$ cat config.mk
export PLATFORM = sky130hd
export DESIGN_NAME = lsu
export DESIGN_NICKNAME = d
export VERILOG_FILES = /design/src/rtl/lsu.sv
export SDC_FILE = /design/constraint.sdc
export NUM_CORES = 1
export LEC_CHECK = 0
export CAP_MARGIN = 15
export CORE_MARGIN = 2
export CORE_UTILIZATION = 45
export CTS_CLUSTER_DIAMETER = 40
export CTS_CLUSTER_SIZE = 12
export DETAILED_ROUTE_END_ITERATION = 6
export PLACE_DENSITY = 0.92
export SLEW_MARGIN = 20
export SYNTH_ARGS = -nofsm -noshare
export SYNTH_HDL_FRONTEND = slang
export SYNTH_SLANG_ARGS = --single-unit
$ cat constraint.sdc
create_clock -name i_clk -period 4.6 [get_ports i_clk]
set_input_delay 1.38 -clock i_clk [delete_from_list [all_inputs] [get_ports i_clk]]
set_output_delay 1.38 -clock i_clk [all_outputs]
set_load 0.02 [all_outputs]
$ cat src/rtl/lsu.sv
// lsu -- RV32I load/store unit sitting at the execute->memory boundary.
//
// Accepts one memory op at a time from the core. It runs that op as a single
// word-wide transaction on the data bus. Stores have their data replicated
// into the addressed byte lanes. Loads have the addressed byte or half
// extracted and then sign- or zero-extended. An access is rejected without
// touching the bus if it is misaligned or uses an illegal funct3. A bus that
// never acks is abandoned after TIMEOUT cycles.
//
// Ports:
//   i_clk, i_reset          clock (rising edge), async active-high reset
//   i_req_valid/o_req_ready core handshake; ready only while idle
//   i_req_we/funct3/addr/wdata  op kind, RV32I funct3, effective address, rs2
//   o_mem_req/we/addr/wdata/bmask  bus request, held until ack or timeout
//   i_mem_ack/i_mem_rdata   bus completion and read word
//   o_rsp_valid/rdata/err   one-cycle completion pulse, load result, error code
//                           (00 ok, 01 misaligned/illegal, 10 bus timeout)

module lsu #(
    parameter int TIMEOUT = 16,
    parameter int CNT_W   = 5
) (
    input  logic        i_clk,
    input  logic        i_reset,
    input  logic        i_req_valid,
    output logic        o_req_ready,
    input  logic        i_req_we,
    input  logic [2:0]  i_req_funct3,
    input  logic [31:0] i_req_addr,
    input  logic [31:0] i_req_wdata,
    output logic        o_mem_req,
    output logic        o_mem_we,
    output logic [31:0] o_mem_addr,
    output logic [31:0] o_mem_wdata,
    output logic [3:0]  o_mem_bmask,
    input  logic        i_mem_ack,
    input  logic [31:0] i_mem_rdata,
    output logic        o_rsp_valid,
    output logic [31:0] o_rsp_rdata,
    output logic [1:0]  o_rsp_err
);

    typedef enum logic [1:0] {
        S_IDLE,
        S_BUS,
        S_ERR,
        S_RESP
    } state_t;

    localparam logic [CNT_W-1:0] CNT_LAST = CNT_W'(TIMEOUT - 1);

    state_t            state_q, state_d;
    logic              we_q, we_d;
    logic [2:0]        funct3_q, funct3_d;
    logic [31:0]       addr_q, addr_d;
    logic [31:0]       wdata_q, wdata_d;
    logic [31:0]       rdata_q, rdata_d;
    logic [CNT_W-1:0]  cnt_q, cnt_d;
    logic              timeout_q, timeout_d;

    logic              req_bad;
    logic [1:0]        offset;
    logic [31:0]       store_data;
    logic [3:0]        lane_mask;
    logic [31:0]       load_shifted;
    logic [31:0]       load_data;

    // Decide at accept time whether the incoming op may go to the bus at all.
    // funct3[1:0] encodes the access size (0=B, 1=H, 2=W); loads additionally
    // allow the unsigned B/H forms with funct3[2] set.
    always_comb begin
        req_bad = 1'b0;
        if (i_req_we) begin
            if (i_req_funct3[2] || (i_req_funct3[1:0] == 2'b11)) begin
                req_bad = 1'b1;
            end
        end else begin
            if ((i_req_funct3 == 3'b011) || (i_req_funct3 == 3'b110) ||
                (i_req_funct3 == 3'b111)) begin
                req_bad = 1'b1;
            end
        end
        if ((i_req_funct3[1:0] == 2'b01) && i_req_addr[0]) begin
            req_bad = 1'b1;
        end
        if ((i_req_funct3[1:0] == 2'b10) && (i_req_addr[1:0] != 2'b00)) begin
            req_bad = 1'b1;
        end
    end

    // Next-state logic. The timeout counter counts BUS cycles that end without
    // an ack; an ack always takes priority over expiry on the final cycle.
    always_comb begin
        state_d   = state_q;
        we_d      = we_q;
        funct3_d  = funct3_q;
        addr_d    = addr_q;
        wdata_d   = wdata_q;
        rdata_d   = rdata_q;
        cnt_d     = cnt_q;
        timeout_d = timeout_q;
        case (state_q)
            S_IDLE: begin
                if (i_req_valid) begin
                    we_d      = i_req_we;
                    funct3_d  = i_req_funct3;
                    addr_d    = i_req_addr;
                    wdata_d   = i_req_wdata;
                    cnt_d     = '0;
                    timeout_d = 1'b0;
                    state_d   = req_bad ? S_ERR : S_BUS;
                end
            end
            S_BUS: begin
                if (i_mem_ack) begin
                    rdata_d = i_mem_rdata;
                    state_d = S_RESP;
                end else if (cnt_q == CNT_LAST) begin
                    timeout_d = 1'b1;
                    state_d   = S_RESP;
                end else begin
                    cnt_d = cnt_q + 1'b1;
                end
            end
            S_ERR:   state_d = S_IDLE;
            S_RESP:  state_d = S_IDLE;
            default: state_d = S_IDLE;
        endcase
    end

    always_ff @(posedge i_clk or posedge i_reset) begin
        if (i_reset) begin
            state_q   <= S_IDLE;
            we_q      <= 1'b0;
            funct3_q  <= 3'b000;
            addr_q    <= 32'h0;
            wdata_q   <= 32'h0;
            rdata_q   <= 32'h0;
            cnt_q     <= '0;
            timeout_q <= 1'b0;
        end else begin
            state_q   <= state_d;
            we_q      <= we_d;
            funct3_q  <= funct3_d;
            addr_q    <= addr_d;
            wdata_q   <= wdata_d;
            rdata_q   <= rdata_d;
            cnt_q     <= cnt_d;
            timeout_q <= timeout_d;
        end
    end

    // Lane steering for both directions, derived from the registered op so
    // the bus sees stable values for every BUS cycle.
    always_comb begin
        offset = addr_q[1:0];
        case (funct3_q[1:0])
            2'b00: begin
                store_data = {4{wdata_q[7:0]}};
                lane_mask  = 4'b0001 << offset;
            end
            2'b01: begin
                store_data = {2{wdata_q[15:0]}};
                lane_mask  = 4'b0011 << offset;
            end
            default: begin
                store_data = wdata_q;
                lane_mask  = 4'b1111;
            end
        endcase
        load_shifted = rdata_q >> {offset, 3'b000};
        case (funct3_q)
            3'b000:  load_data = {{24{load_shifted[7]}}, load_shifted[7:0]};
            3'b100:  load_data = {24'h0, load_shifted[7:0]};
            3'b001:  load_data = {{16{load_shifted[15]}}, load_shifted[15:0]};
            3'b101:  load_data = {16'h0, load_shifted[15:0]};
            default: load_data = load_shifted;
        endcase
    end

    // Outputs are purely state-decoded so an async reset drops the bus
    // request immediately. Everything idles at zero outside its active state.
    always_comb begin
        o_req_ready = (state_q == S_IDLE);
        o_mem_req   = (state_q == S_BUS);
        o_mem_we    = o_mem_req & we_q;
        o_mem_addr  = o_mem_req ? {addr_q[31:2], 2'b00} : 32'h0;
        o_mem_wdata = o_mem_req ? store_data : 32'h0;
        o_mem_bmask = o_mem_req ? lane_mask : 4'b0000;
        o_rsp_valid = (state_q == S_RESP) || (state_q == S_ERR);
        o_rsp_err   = 2'b00;
        o_rsp_rdata = 32'h0;
        if (state_q == S_ERR) begin
            o_rsp_err = 2'b01;
        end else if (state_q == S_RESP) begin
            if (timeout_q) begin
                o_rsp_err = 2'b10;
            end else if (!we_q) begin
                o_rsp_rdata = load_data;
            end
        end
    end

endmodule

==> out/metrics.yaml <==
worst_setup_path:
  cp.arrival_ps: 2960
  path_max_fanout: 15
  crit_type: "flip-flop to primary output"
  cp.required_ps: 3220
  startpoint_type: "flip-flop"
  critPathCaptureType: "primary output"
logic_synthesis:
  syn_avg_cell_area_um2: 8.65
  synth_top_area_cell: "dfrtp_1"
  synthXorXnorAreaFrac_pct: 0.311
  synth_seq_cells: 108
  synth.area.mux_share_pct: 12.5
  netlist.area_leader.share_pct: 48.0
  synth_top_family_by_area: "simple AND/OR/NAND/NOR gates"
  ys.flop_type: "dfrtp_1"
  ys_warn_count: 0
  synth_compound_area_share_pct: 8.62
  post_synth_fa_ha_maj_area_fraction_pct: 0.444
  synth_cells: 651
  netlist_area_um2: 5630
  async_flop_share_pct: 100
  ys_seq_area_share_pct: 48.0
  yosys.area_share.simple_pct: 26.3
  synth_edf_count: 0
  yosys-top-cells-area: "dfrtp_1 48%, nand2_1 15%, mux2_2 6.8%"
  synth_cell_types: 38
place:
  port_buffers: 207
  place_ws_ps: 650
  dp_hpwl_mm: 11.6
  placed_area_um2: 7850
  gp_congestion: 0.895
power:
  p_leak_nw: 3.70
  pwr_density_cell_nw_per_um2: 629
  internal-power_mw: 2.96
  seqPwrFrac_pct: 35.1
  ir_drop_v: 0.000336
  p_switching_mw: 2.15
  sw_frac_of_total_pct: 42.0
  power.share.clock_pct: 14.9
  pwr-share-comb_pct: 50.0
routing:
  firstDrtPassIters: 5
  antenna_left: 0
  avgViaCountPerCell: 5.13
  drcViolationCount: 0
  wl_mm: 16.2
  vias: 5162
  initialDrtViolationCount: 350
  wl_per_cell_um: 16.1
sta:
  fin_crit_ps: 4340
  setup_viol: 0
  tightest_slew_ps: 737
  slew_viol_final: 0
  hold_ws_ps: 466
  finalHoldViolations: 0
  fin_ws_ps: 265
  fmax_mhz: 231
  fin_crit_sh_pct: 94.2
  clock_skew_ps: 9.45
  maxSlewHeadroom_pct: 50.2
  rsz0062_at_grt: "false"
  final.setup.tns_ps: 0
clocking:
  cts_buffers: 9
  ctsResizeCount: 0
  ctsHtreeMaxLevel: 3
  ctsHoldBuffers: 0
  clkSlewWorstSetupHoldPaths_ps: 70
  cts_tree: "done"
  clk_latency_ps: 340
  postCtsSetupBuffers: 0
  cts_root_buf: "clkbuf_16"
  cts_buffer_depth: 2
  clkSinkCount: 108
floorplanning:
  core_area_um2: 12100
  start_util_pct: 46.5
  die_area_um2: 13400
  rows: 40
  io_pins: 210
  die_x_um: 116
  die_h_um: 116
final_layout:
  multiInputGateArea_um2: 2730
  nNetsFinal: 941
  design_area_um2: 8130
  utilization_pct: 67.1
  final_common_cell: "nand2_1"
  layout_common_cells: "224 x nand2_1, 207 x clkdlybuf4s50_1, 108 x dfrtp_1"
  fill_cells: 979
  diodes: 0
  register_area_um2: 2700
  drive_above_1_share_pct: 7.76
  area_growth_pct: 44.3
global_route:
  grt_pass1_vias: 5093
  grt_overflow: 0
  grt_pass1_wl_mm: 25.6
  grt_use_total_pct: 24.4
  grt_max_degree: 59
  antenna_found_initial: 1
min_path:
  worstHoldPathType: "flip-flop to flip-flop"
run:
  cap_violations: 0
run_status:
  outcome: "complete, no violations"
layer usage:
metal,GRT usage (%),routed length [µm]
met3,7.17,1500
met4,8.81,340
met2,40.9,7670
met5,0,0
met1,30.2,6650
worst max-delay path, cell delays in order (launching register included):
cell	delay, ps
dfrtp_1	730
mux2_2	430
nor3b_1	430
a2111o_1	300
o21ai_0	150
clkdlybuf4s50_1	560
power by group through the flow:
| stage | clock (mW) | combinational, mW | sequential [mW] |
|---|---|---|---|
| after detailed placement | 0 | 2.56 | 1.80 |
| final | 0.761 | 2.55 | 1.80 |
| after CTS | 0.768 | 2.58 | 1.79 |
| after global routing | 0.810 | 2.81 | 1.85 |
| after global placement | 0 | 2.51 | 1.77 |
| after floorplan | 0 | 1.73 | 1.62 |
per-stage QoR:
| step | power, mW | cells |
|---|---|---|
| final | 5.11 | 1006 |
| after global routing | 5.46 | 1006 |
| after CTS | 5.13 | 1006 |
| after detailed placement | 4.36 | 992 |
| after global placement | 4.29 | 992 |
| after floorplan | 3.35 | 652 |
synth_stat cells (3+ instances only):
master,n
o21ai_0,20
a211oi_1,14
dfrtp_1,108
nand2_1,224
or3_1,3
and2_1,45
nor2_1,43
buf_1,4
nor2b_1,10
a21oi_1,30
mux2_2,34
inv_1,5
nand2b_1,3
mux2i_1,32
clkbuf_1,32
a21o_1,8
buf_2,9
flip-flops by register name (all words and copies together), names as in the netlist:
name and cells:
addr_q 32, rdata_q 32, wdata_q 32, cnt_q 5
funct3_q 3, state_q 2, timeout_q 1, we_q 1
layout make-up:
cell class / count / share of cell area (%)
Clock buffer: 9 / 2.77
Clock inverter: 5 / 0.677
Inverter: 5 / 0.262
Multi-Input combinational cell: 492 / 33.5
Sequential cell: 108 / 33.3
Tap cell: 168 / 2.59
Timing Repair Buffer: 219 / 26.9
path summary, 6_finish.rpt:
check,slack [ps],cells past startpoint,startpoint,endpoint
min,470,2,addr_q[14],addr_q[14]
max in group asynchronous,2380,3,i_reset,rdata_q[6]
max,260,5,addr_q[0],o_rsp_rdata[22]
max reg2reg,2380,7,cnt_q[0],cnt_q[3]
min reg2reg,470,2,addr_q[14],addr_q[14]
min in group asynchronous,1460,2,i_reset,addr_q[17]
cells by family (layout without fill, tap and decap cells):
family | count (synthesis) | after routing
other | 1 | 2
muxes | 66 | 66
AOI/OAI and AO/OA | 78 | 78
buffers and inverters | 52 | 238
adders and majority gates | 2 | 2
xor gates and xnor gates | 2 | 2
and+or+nand+nor | 342 | 342
DFF | 108 | 108
(Power assumes the default switching activity.)
